### config.mk
export PLATFORM = sky130hd
export DESIGN_NAME = spi_master_xfer_scheduler
export DESIGN_NICKNAME = d
export VERILOG_FILES = /design/src/rtl/spi_master_xfer_scheduler.sv
export SDC_FILE = /design/constraint.sdc
export NUM_CORES = 1
export LEC_CHECK = 0
export ABC_CLOCK_PERIOD_IN_PS = 3200
export BUFFER_PORTS_ARGS = -buffer_cell sky130_fd_sc_hd__buf_4
export CAP_MARGIN = 10
export CORE_MARGIN = 4
export CORE_UTILIZATION = 45
export DETAILED_ROUTE_END_ITERATION = 16
export MAX_ROUTING_LAYER = met4
export PLACE_DENSITY = 0.74
export SLEW_MARGIN = 5
export SYNTH_ARGS = -nofsm -noshare
export SYNTH_HDL_FRONTEND = slang
export SYNTH_SLANG_ARGS = --single-unit
### constraint.sdc
create_clock -name clk -period 3.2 [get_ports clk]
set_input_delay 0.96 -clock clk [delete_from_list [all_inputs] [get_ports clk]]
set_output_delay 0.96 -clock clk [all_outputs]
set_load 0.01 [all_outputs]
### src/rtl/spi_master_xfer_scheduler.sv
// Word scheduler in front of spi_module_master: TX/RX FIFOs, one master
// transaction per word, programmable CS-high gap between words.
module spi_master_xfer_scheduler #(
   parameter int PAYLOAD_BITS = 8,
   parameter int FIFO_DEPTH   = 8,
   parameter int GAP_CYCLES   = 4
) (
   input  logic                        clk,
   input  logic                        rst,
   input  logic                        enable,
   input  logic                        clear,
   input  logic [PAYLOAD_BITS-1:0]     tx_data,
   input  logic                        tx_valid,
   output logic                        tx_ready,
   output logic [PAYLOAD_BITS-1:0]     rx_data,
   output logic                        rx_valid,
   input  logic                        rx_ready,
   output logic                        spi_en,
   output logic                        transmit_en,
   output logic [PAYLOAD_BITS-1:0]     spi_mosi_data,
   input  logic [PAYLOAD_BITS-1:0]     spi_miso_data,
   input  logic                        payload_done,
   output logic [$clog2(FIFO_DEPTH):0] tx_level,
   output logic [$clog2(FIFO_DEPTH):0] rx_level,
   output logic                        busy
);

   localparam int AW = $clog2(FIFO_DEPTH);
   localparam int LW = AW + 1;
   localparam int CW = $clog2(GAP_CYCLES + 1);
   localparam logic [LW-1:0] DEPTH_L  = LW'(FIFO_DEPTH);
   localparam logic [CW-1:0] GAP_LAST = CW'(GAP_CYCLES - 1);

   typedef enum logic [1:0] {IDLE, LAUNCH, WAIT, GAP} state_t;

   state_t                  state, state_nxt;
   logic [CW-1:0]           gap_cnt;
   logic [PAYLOAD_BITS-1:0] tx_mem [FIFO_DEPTH];
   logic [PAYLOAD_BITS-1:0] rx_mem [FIFO_DEPTH];
   logic [AW-1:0]           tx_wr, tx_rd, rx_wr, rx_rd;
   logic                    flush, launch_ok, inflight;
   logic                    tx_push, tx_pop, rx_push, rx_pop;

   // RX space is reserved for the word in flight before another launch
   assign inflight  = (state == LAUNCH) || (state == WAIT);
   assign launch_ok = enable && (tx_level != '0) &&
                      (({1'b0, rx_level} + {{LW{1'b0}}, inflight}) < {1'b0, DEPTH_L});

   always_comb begin
      state_nxt   = state;
      transmit_en = 1'b0;
      flush       = 1'b0;
      case (state)
         IDLE: begin
            if (clear)
               flush = 1'b1;
            else if (launch_ok)
               state_nxt = LAUNCH;
         end
         LAUNCH: begin
            transmit_en = 1'b1;
            state_nxt   = WAIT;
         end
         WAIT: begin
            if (payload_done)
               state_nxt = GAP;
         end
         GAP: begin
            // last gap cycle decides like IDLE, so the next launch lands GAP_CYCLES+1 after payload_done
            if (gap_cnt == GAP_LAST)
               state_nxt = launch_ok ? LAUNCH : IDLE;
         end
         default: state_nxt = IDLE;
      endcase
   end

   assign busy     = (state != IDLE);
   assign spi_en   = busy;
   assign tx_pop   = (state == LAUNCH);
   assign rx_push  = (state == WAIT) && payload_done;
   assign tx_ready = (tx_level != DEPTH_L);
   assign rx_valid = (rx_level != '0);
   assign tx_push  = tx_valid && tx_ready && !flush;
   assign rx_pop   = rx_valid && rx_ready && !flush;
   assign rx_data  = rx_valid ? rx_mem[rx_rd] : '0;

   always_ff @(posedge clk or negedge rst) begin
      if (!rst) begin
         state         <= IDLE;
         gap_cnt       <= '0;
         spi_mosi_data <= '0;
      end else begin
         state <= state_nxt;
         if (rx_push)
            gap_cnt <= '0;
         else if (state == GAP)
            gap_cnt <= gap_cnt + CW'(1);
         if (tx_pop)
            spi_mosi_data <= tx_mem[tx_rd];
      end
   end

   always_ff @(posedge clk or negedge rst) begin
      if (!rst) begin
         tx_wr    <= '0;
         tx_rd    <= '0;
         tx_level <= '0;
      end else if (flush) begin
         tx_wr    <= '0;
         tx_rd    <= '0;
         tx_level <= '0;
      end else begin
         if (tx_push)
            tx_wr <= tx_wr + AW'(1);
         if (tx_pop)
            tx_rd <= tx_rd + AW'(1);
         if (tx_push && !tx_pop)
            tx_level <= tx_level + LW'(1);
         else if (!tx_push && tx_pop)
            tx_level <= tx_level - LW'(1);
      end
   end

   always_ff @(posedge clk or negedge rst) begin
      if (!rst) begin
         rx_wr    <= '0;
         rx_rd    <= '0;
         rx_level <= '0;
      end else if (flush) begin
         rx_wr    <= '0;
         rx_rd    <= '0;
         rx_level <= '0;
      end else begin
         if (rx_push)
            rx_wr <= rx_wr + AW'(1);
         if (rx_pop)
            rx_rd <= rx_rd + AW'(1);
         if (rx_push && !rx_pop)
            rx_level <= rx_level + LW'(1);
         else if (!rx_push && rx_pop)
            rx_level <= rx_level - LW'(1);
      end
   end

   always_ff @(posedge clk) begin
      if (tx_push)
         tx_mem[tx_wr] <= tx_data;
      if (rx_push)
         rx_mem[rx_wr] <= spi_miso_data;
   end

endmodule
==> results.cfg, run 1 <==
[outcome]
status = completed

[critical_path]
crit_chain = buf_12, mux4_2, mux2i_1, nor2_1, buf_4
end_kind = output pin
cp.arrival_ps = 1960
worstSetupPathType = register to output pin
cp-start-kind = register
r2r_slack_ps = 450
max_stage_delay_ps = 520
cp_max_fo = 16
crit_slowest_cell = mux4_2
critPathRequiredTime_ps = 2240

[synthesis]
syn_inst = 408
ys_warn_count = 0
ys_seq_area_frac = 0.687
synth-async-reset-ratio = 0.205
synthFlopType = edfxtp_1
synth_fp_nets = 448
synth_area_sq_um = 6800
synth_edf_count = 128
ys_types = 45
avgSynthCellArea_sq_um = 16.7
ys_ff_latch = 161

[sta]
clock_skew_ps = 11.1
period_share = 0.912
tns_ps = 0
holdWs_ps = 503
slew_headroom = 0.441
rsz0062_at_grt = false
period_minus_slack_ps = 2920
slew_viol_final = 0
finalHoldViolCount = 0
worst_pin_slew_ps = 838
fmax_ghz = 0.343
setup_violations = 0

[detailed_routing]
drt_iter0_drc = 269
routed_wl_mm = 12.7
via_count = 3685
drt-vias-per-instance = 5.40
ant_nets = 0
wl_per_cell_microns = 18.6
first_pass_iters = 5
drcViolationCount = 0

[cells_and_area]
drive_gt1_frac = 0.299
fin_nets = 525
layout_common_cells = edfxtp_1 (128), buf_4 (76), nor2_1 (43)
stdcell_count = 682
finish.utilization = 0.557
insertedDiodeCount = 0
final_common_cell = edfxtp_1
area_growth_pct = 19.9
fillers = 1140

[grt]
grt-ovfl-total = 0
busiest_layer = met2
grt_use_met2 = 0.282
grt_use_met1 = 0.200
grt_usage = 0.167
grt_max_degree = 34
antenna_found_initial = 0
grt_pass1_vias = 3851
grt_pass1_wl_mm = 20.5
globalRouteMet3Util = 0.0459

[placed_design]
port_buffers = 51
dp.cells = 650
routabilityCongestion = 0.732
hpwl_mm = 8.44

[die]
initial_core_util = 0.464
rows = 44
fp.dieW_microns = 131
die_y_microns = 131
core_sq_um = 14600
ios = 52
dieArea_sq_um = 17100

[clock_tree]
cts-root-buf = clkbuf_16
hold_buffers = 0
cts_buffer_depth = 2
cts_resized = 0
clock_latency_ps = 420
postCtsSetupBuffers = 0
cts_buffers = 17
cts_tree = yes
clk_pin_slew_worst_paths_ps = 60
cts_max_level = 4
clock_sinks = 161

[power_and_ir_drop]
leakagePower_uw = 0.00300
ir_drop_mv = 0.756
p_per_area_nw_per_um2 = 919

[run]
cap_violations = 0

[hold_path]
hp-class = input port to async pin
[power breakdown]
part	switching (uW)	internal (uW)	total (uW)	leakage, uW
combinational	1190	1260	2450	0.00114
sequential	353	2610	2960	0.00156
clock	779	1300	2080	0.000298
[layer usage]
layer | share of wire | vias up
met5 | 0 | -
met4 | 0.0064 | 0
met3 | 0.042 | 6
met2 | 0.54 | 83
met1 | 0.41 | 1873
li1 | - | 1723
[Yosys cell counts (2+ instances only)]
cell	n	area, sq um
edfxtp_1	128	3840
nor2_1	43	161
dfrtp_1	33	826
mux4_2	32	721
mux2i_1	20	200
a21oi_1	17	85.1
ha_1	15	188
inv_1	14	52.6
nand2_1	14	52.6
clkbuf_1	9	33.8
nand3_1	8	40.0
nor3_1	8	40.0
xor2_1	7	61.3
buf_2	5	25.0
nand2b_1	5	31.3
and2_1	4	25.0
xnor2_1	4	35.0
a211oi_1	3	22.5
a21o_1	3	22.5
buf_1	3	11.3
or3_1	3	18.8
fa_1	2	40.0
nand4_1	2	12.5
nand4b_1	2	17.5
nor3_2	2	20.0
o21ai_0	2	10.0
o21ai_1	2	10.0
[logic make-up after synthesis]
| logic type | count (synthesis) | synth area share |
|---|---|---|
| adder cells (fa/ha/maj) | 17 | 0.0335 |
| buffers and inverters | 34 | 0.0217 |
| flip-flops | 161 | 0.687 |
| AND/OR/NAND/NOR | 95 | 0.0681 |
| multiplexers | 53 | 0.137 |
| XOR/XNOR | 11 | 0.0142 |
| AO/OA/AOI/OAI | 37 | 0.0388 |
[registers in the layout, summed over array words and instances (netlist names)]
register       flops
rx_rd              3
spi_mosi_data      8
tx_mem            64
tx_wr              3
gap_cnt            3
tx_rd              3
tx_level           4
state              2
rx_wr              3
rx_mem            64
rx_level           4
[critical path: cells and delay by family (launching register included)]
kind | cells | cell delay [ps]
flops | 1 | 430
mux | 2 | 700
buf+inv | 2 | 350
simple gates | 1 | 60
[path summary, 6_finish.rpt]
kind / startpoint / end / cells past startpoint
worst max-delay path: rx_rd[0]$_DFFE_PN0P_ / rx_data[2] / 5
worst min-delay path: rst / tx_level[3]$_DFFE_PN0P_ / 1
worst max register to register: state[0]$_DFFE_PN0P_ / rx_level[3]$_DFFE_PN0P_ / 9
worst min register to register: gap_cnt[1]$_DFFE_PN0P_ / gap_cnt[1]$_DFFE_PN0P_ / 2
max in group asynchronous: rst / rx_wr[1]$_DFFE_PN0P_ / 1
min in group clk: gap_cnt[1]$_DFFE_PN0P_ / gap_cnt[1]$_DFFE_PN0P_ / 2
[cell type report]
type	count	area (sq um)	area share
clock inverter	14	189	0.0232
inverter	15	58.8	0.00722
clock buffer	18	429	0.0527
timing repair buffer	77	591	0.0725
multi-input combinational	213	1980	0.243
tap	184	230	0.0282
sequential	161	4670	0.573
[per-stage QoR]
stage | setup WS (ps) | area (sq um) | total power [uW]
after detailed placement | 192 | 7530 | 5480
after floorplan | 271 | 6800 | 4610
after global placement | 308 | 7530 | 5380
after global routing | 138 | 8150 | 7960
after CTS | 234 | 8150 | 7580
final | 282 | 8150 | 7490
Power figures use the tool's default switching activity.
==> run 2, diff against run 1 <==
- ABC_AREA: unset -> 1
- PLACE_DENSITY: 0.74 -> 0.73
==> results.cfg, run 2 <==
[outcome]
status = completed

[detailed_routing]
drcViolationCount = 0
ant_nets = 0
via_count = 4563
first_pass_iters = 5
drt-vias-per-instance = 5.08
wl_per_cell_microns = 15.5
routed_wl_mm = 13.9
drt_iter0_drc = 344

[hold_path]
hp-class = input port to async pin

[cells_and_area]
layout_common_cells = edfxtp_1 (128), nand2_1 (79), nor2_1 (77)
drive_gt1_frac = 0.170
fillers = 1276
fin_nets = 715
area_growth_pct = 16.8
insertedDiodeCount = 0
final_common_cell = edfxtp_1
reg_top3 = rx_mem x64, tx_mem x64, spi_mosi_data x8

[sta]
period_share = 0.926
holdWs_ps = 491
worst_slack_ps = 236
fmax_ghz = 0.337
finalHoldViolCount = 0
rsz0062_at_grt = false
tns_ps = 0
slew_headroom = 0.434
clock_skew_ps = 11.6
worst_pin_slew_ps = 849
setup_violations = 0
slew_viol_final = 0
period_minus_slack_ps = 2960

[clock_tree]
postCtsSetupBuffers = 0
cts_buffers = 17
cts_tree = yes
clock_sinks = 161
cts_max_level = 4
cts_buffer_depth = 2
clock_latency_ps = 430
hold_buffers = 0
cts-root-buf = clkbuf_16
cts_resized = 0
clk_pin_slew_worst_paths_ps = 70

[grt]
grt-ovfl-total = 0
grt_usage = 0.166
grt_pass1_wl_mm = 22.7
antenna_found_initial = 0
grt_pass1_vias = 4585
grt_max_degree = 38

[critical_path]
cp.arrival_ps = 2000
cp-start-kind = register
critPathRequiredTime_ps = 2240
end_kind = output pin
cp_max_fo = 26
worstSetupPathType = register to output pin

[power_and_ir_drop]
p_per_area_nw_per_um2 = 943
leakagePower_uw = 0.00331
ir_drop_mv = 0.576

[synthesis]
synthFlopType = edfxtp_1
yosys-top-cells-count = edfxtp_1 (128), nand2_1 (79), nor2_1 (77), inv_1 (58), o21ai_0 (55)
yosysTopAreaCell = edfxtp_1
avgSynthCellArea_sq_um = 11.4
ys_ff_latch = 161
synth_area_leaders = edfxtp_1 (55%), dfrtp_1 (12%), nand2_1 (4.2%)
ys_types = 33
synth_area_sq_um = 7050
synth-async-reset-ratio = 0.205
syn_inst = 619
ys_seq_area_frac = 0.662
synth_most_common_cell = edfxtp_1
synth_edf_count = 128
synth_fp_nets = 659
ys_warn_count = 0
synth_top_area_share = 0.545

[placed_design]
dp_slack_ps = 567
port_buffers = 51
routabilityCongestion = 0.861
hpwl_mm = 9.58

[die]
fp.dieW_microns = 133
initial_core_util = 0.462
rows = 45
dieArea_sq_um = 17700
die_y_microns = 133
ios = 52
core_sq_um = 15300

[run]
cap_violations = 0
run 2: cell count changes in the layout (fill, tap and decap cells not counted), moves of 9 or more:
cell / change
o211ai_1: +17
mux2i_1: -12
inv_1: +44
a21oi_1: +9
nand3_1: +25
o21ai_0: +53
buf_4: -13
o21ai_1: +16
nor2_1: +34
nand2_1: +65
mux4_2: -32
run 2: path summary, 6_finish.rpt:
kind / startpoint / end / slack [ps] / depth (start not counted)
min: rst / tx_level[1]$_DFFE_PN0P_ / 490 / 1
max in group asynchronous: rst / rx_wr[2]$_DFFE_PN0P_ / 2390 / 1
min reg2reg: spi_mosi_data[7]$_DFFE_PN0P_ / spi_mosi_data[7]$_DFFE_PN0P_ / 490 / 2
max: rx_rd[0]$_DFFE_PN0P_ / rx_data[5] / 240 / 7
max reg2reg: state[0]$_DFFE_PN0P_ / rx_level[3]$_DFFE_PN0P_ / 840 / 14
min in group clk: spi_mosi_data[7]$_DFFE_PN0P_ / spi_mosi_data[7]$_DFFE_PN0P_ / 490 / 2
run 2: critical path, cell delays in order (launching register included):
cell and delay [ps]:
dfrtp_1 380, buf_4 190, inv_2 340, nor2_1 80, o21ai_1 170, o21ai_0 120
nor2_1 160, buf_4 140
run 2: layout make-up:
class	instances	area (sq um)	area share
timing repair buffer	63	473	0.0574
inverter	65	244	0.0296
sequential	161	4670	0.567
multi-input combinational	367	1970	0.239
tap	211	264	0.0320
clock inverter	15	191	0.0232
clock buffer	17	425	0.0516
run 2: metrics by stage:
stage               power (uW)   util  area, sq um  instances
finish                    7770  0.540         8240        899
global route              8270  0.540         8240        899
CTS                       7830  0.540         8240        899
detailed placement        5720  0.500         7620        867
global placement          5590  0.500         7620        867
floorplan                 4860      -         7050        619
run 2: cells by family after synthesis:
family                     synth area share
AOI/OAI and AO/OA                     0.100
xor gates and xnor gates            0.00497
adders and majority gates            0.0323
buffers and inverters                0.0582
DFF                                   0.662
muxes                                0.0114
and+or+nand+nor                       0.131
run 2: routing by layer:
layer	vias up	part of all wire	track usage
met3	18	0.044	0.0366
li1	2261	-	-
met4	0	0.011	0.0600
met2	111	0.52	0.288
met5	-	0	-
met1	2173	0.43	0.190
run 2: where the power goes:
group,switching (uW),total [uW],internal (uW)
Sequential,292,2940,2650
Clock,842,2090,1250
Combinational,1680,2740,1060
Total,2810,7770,4950
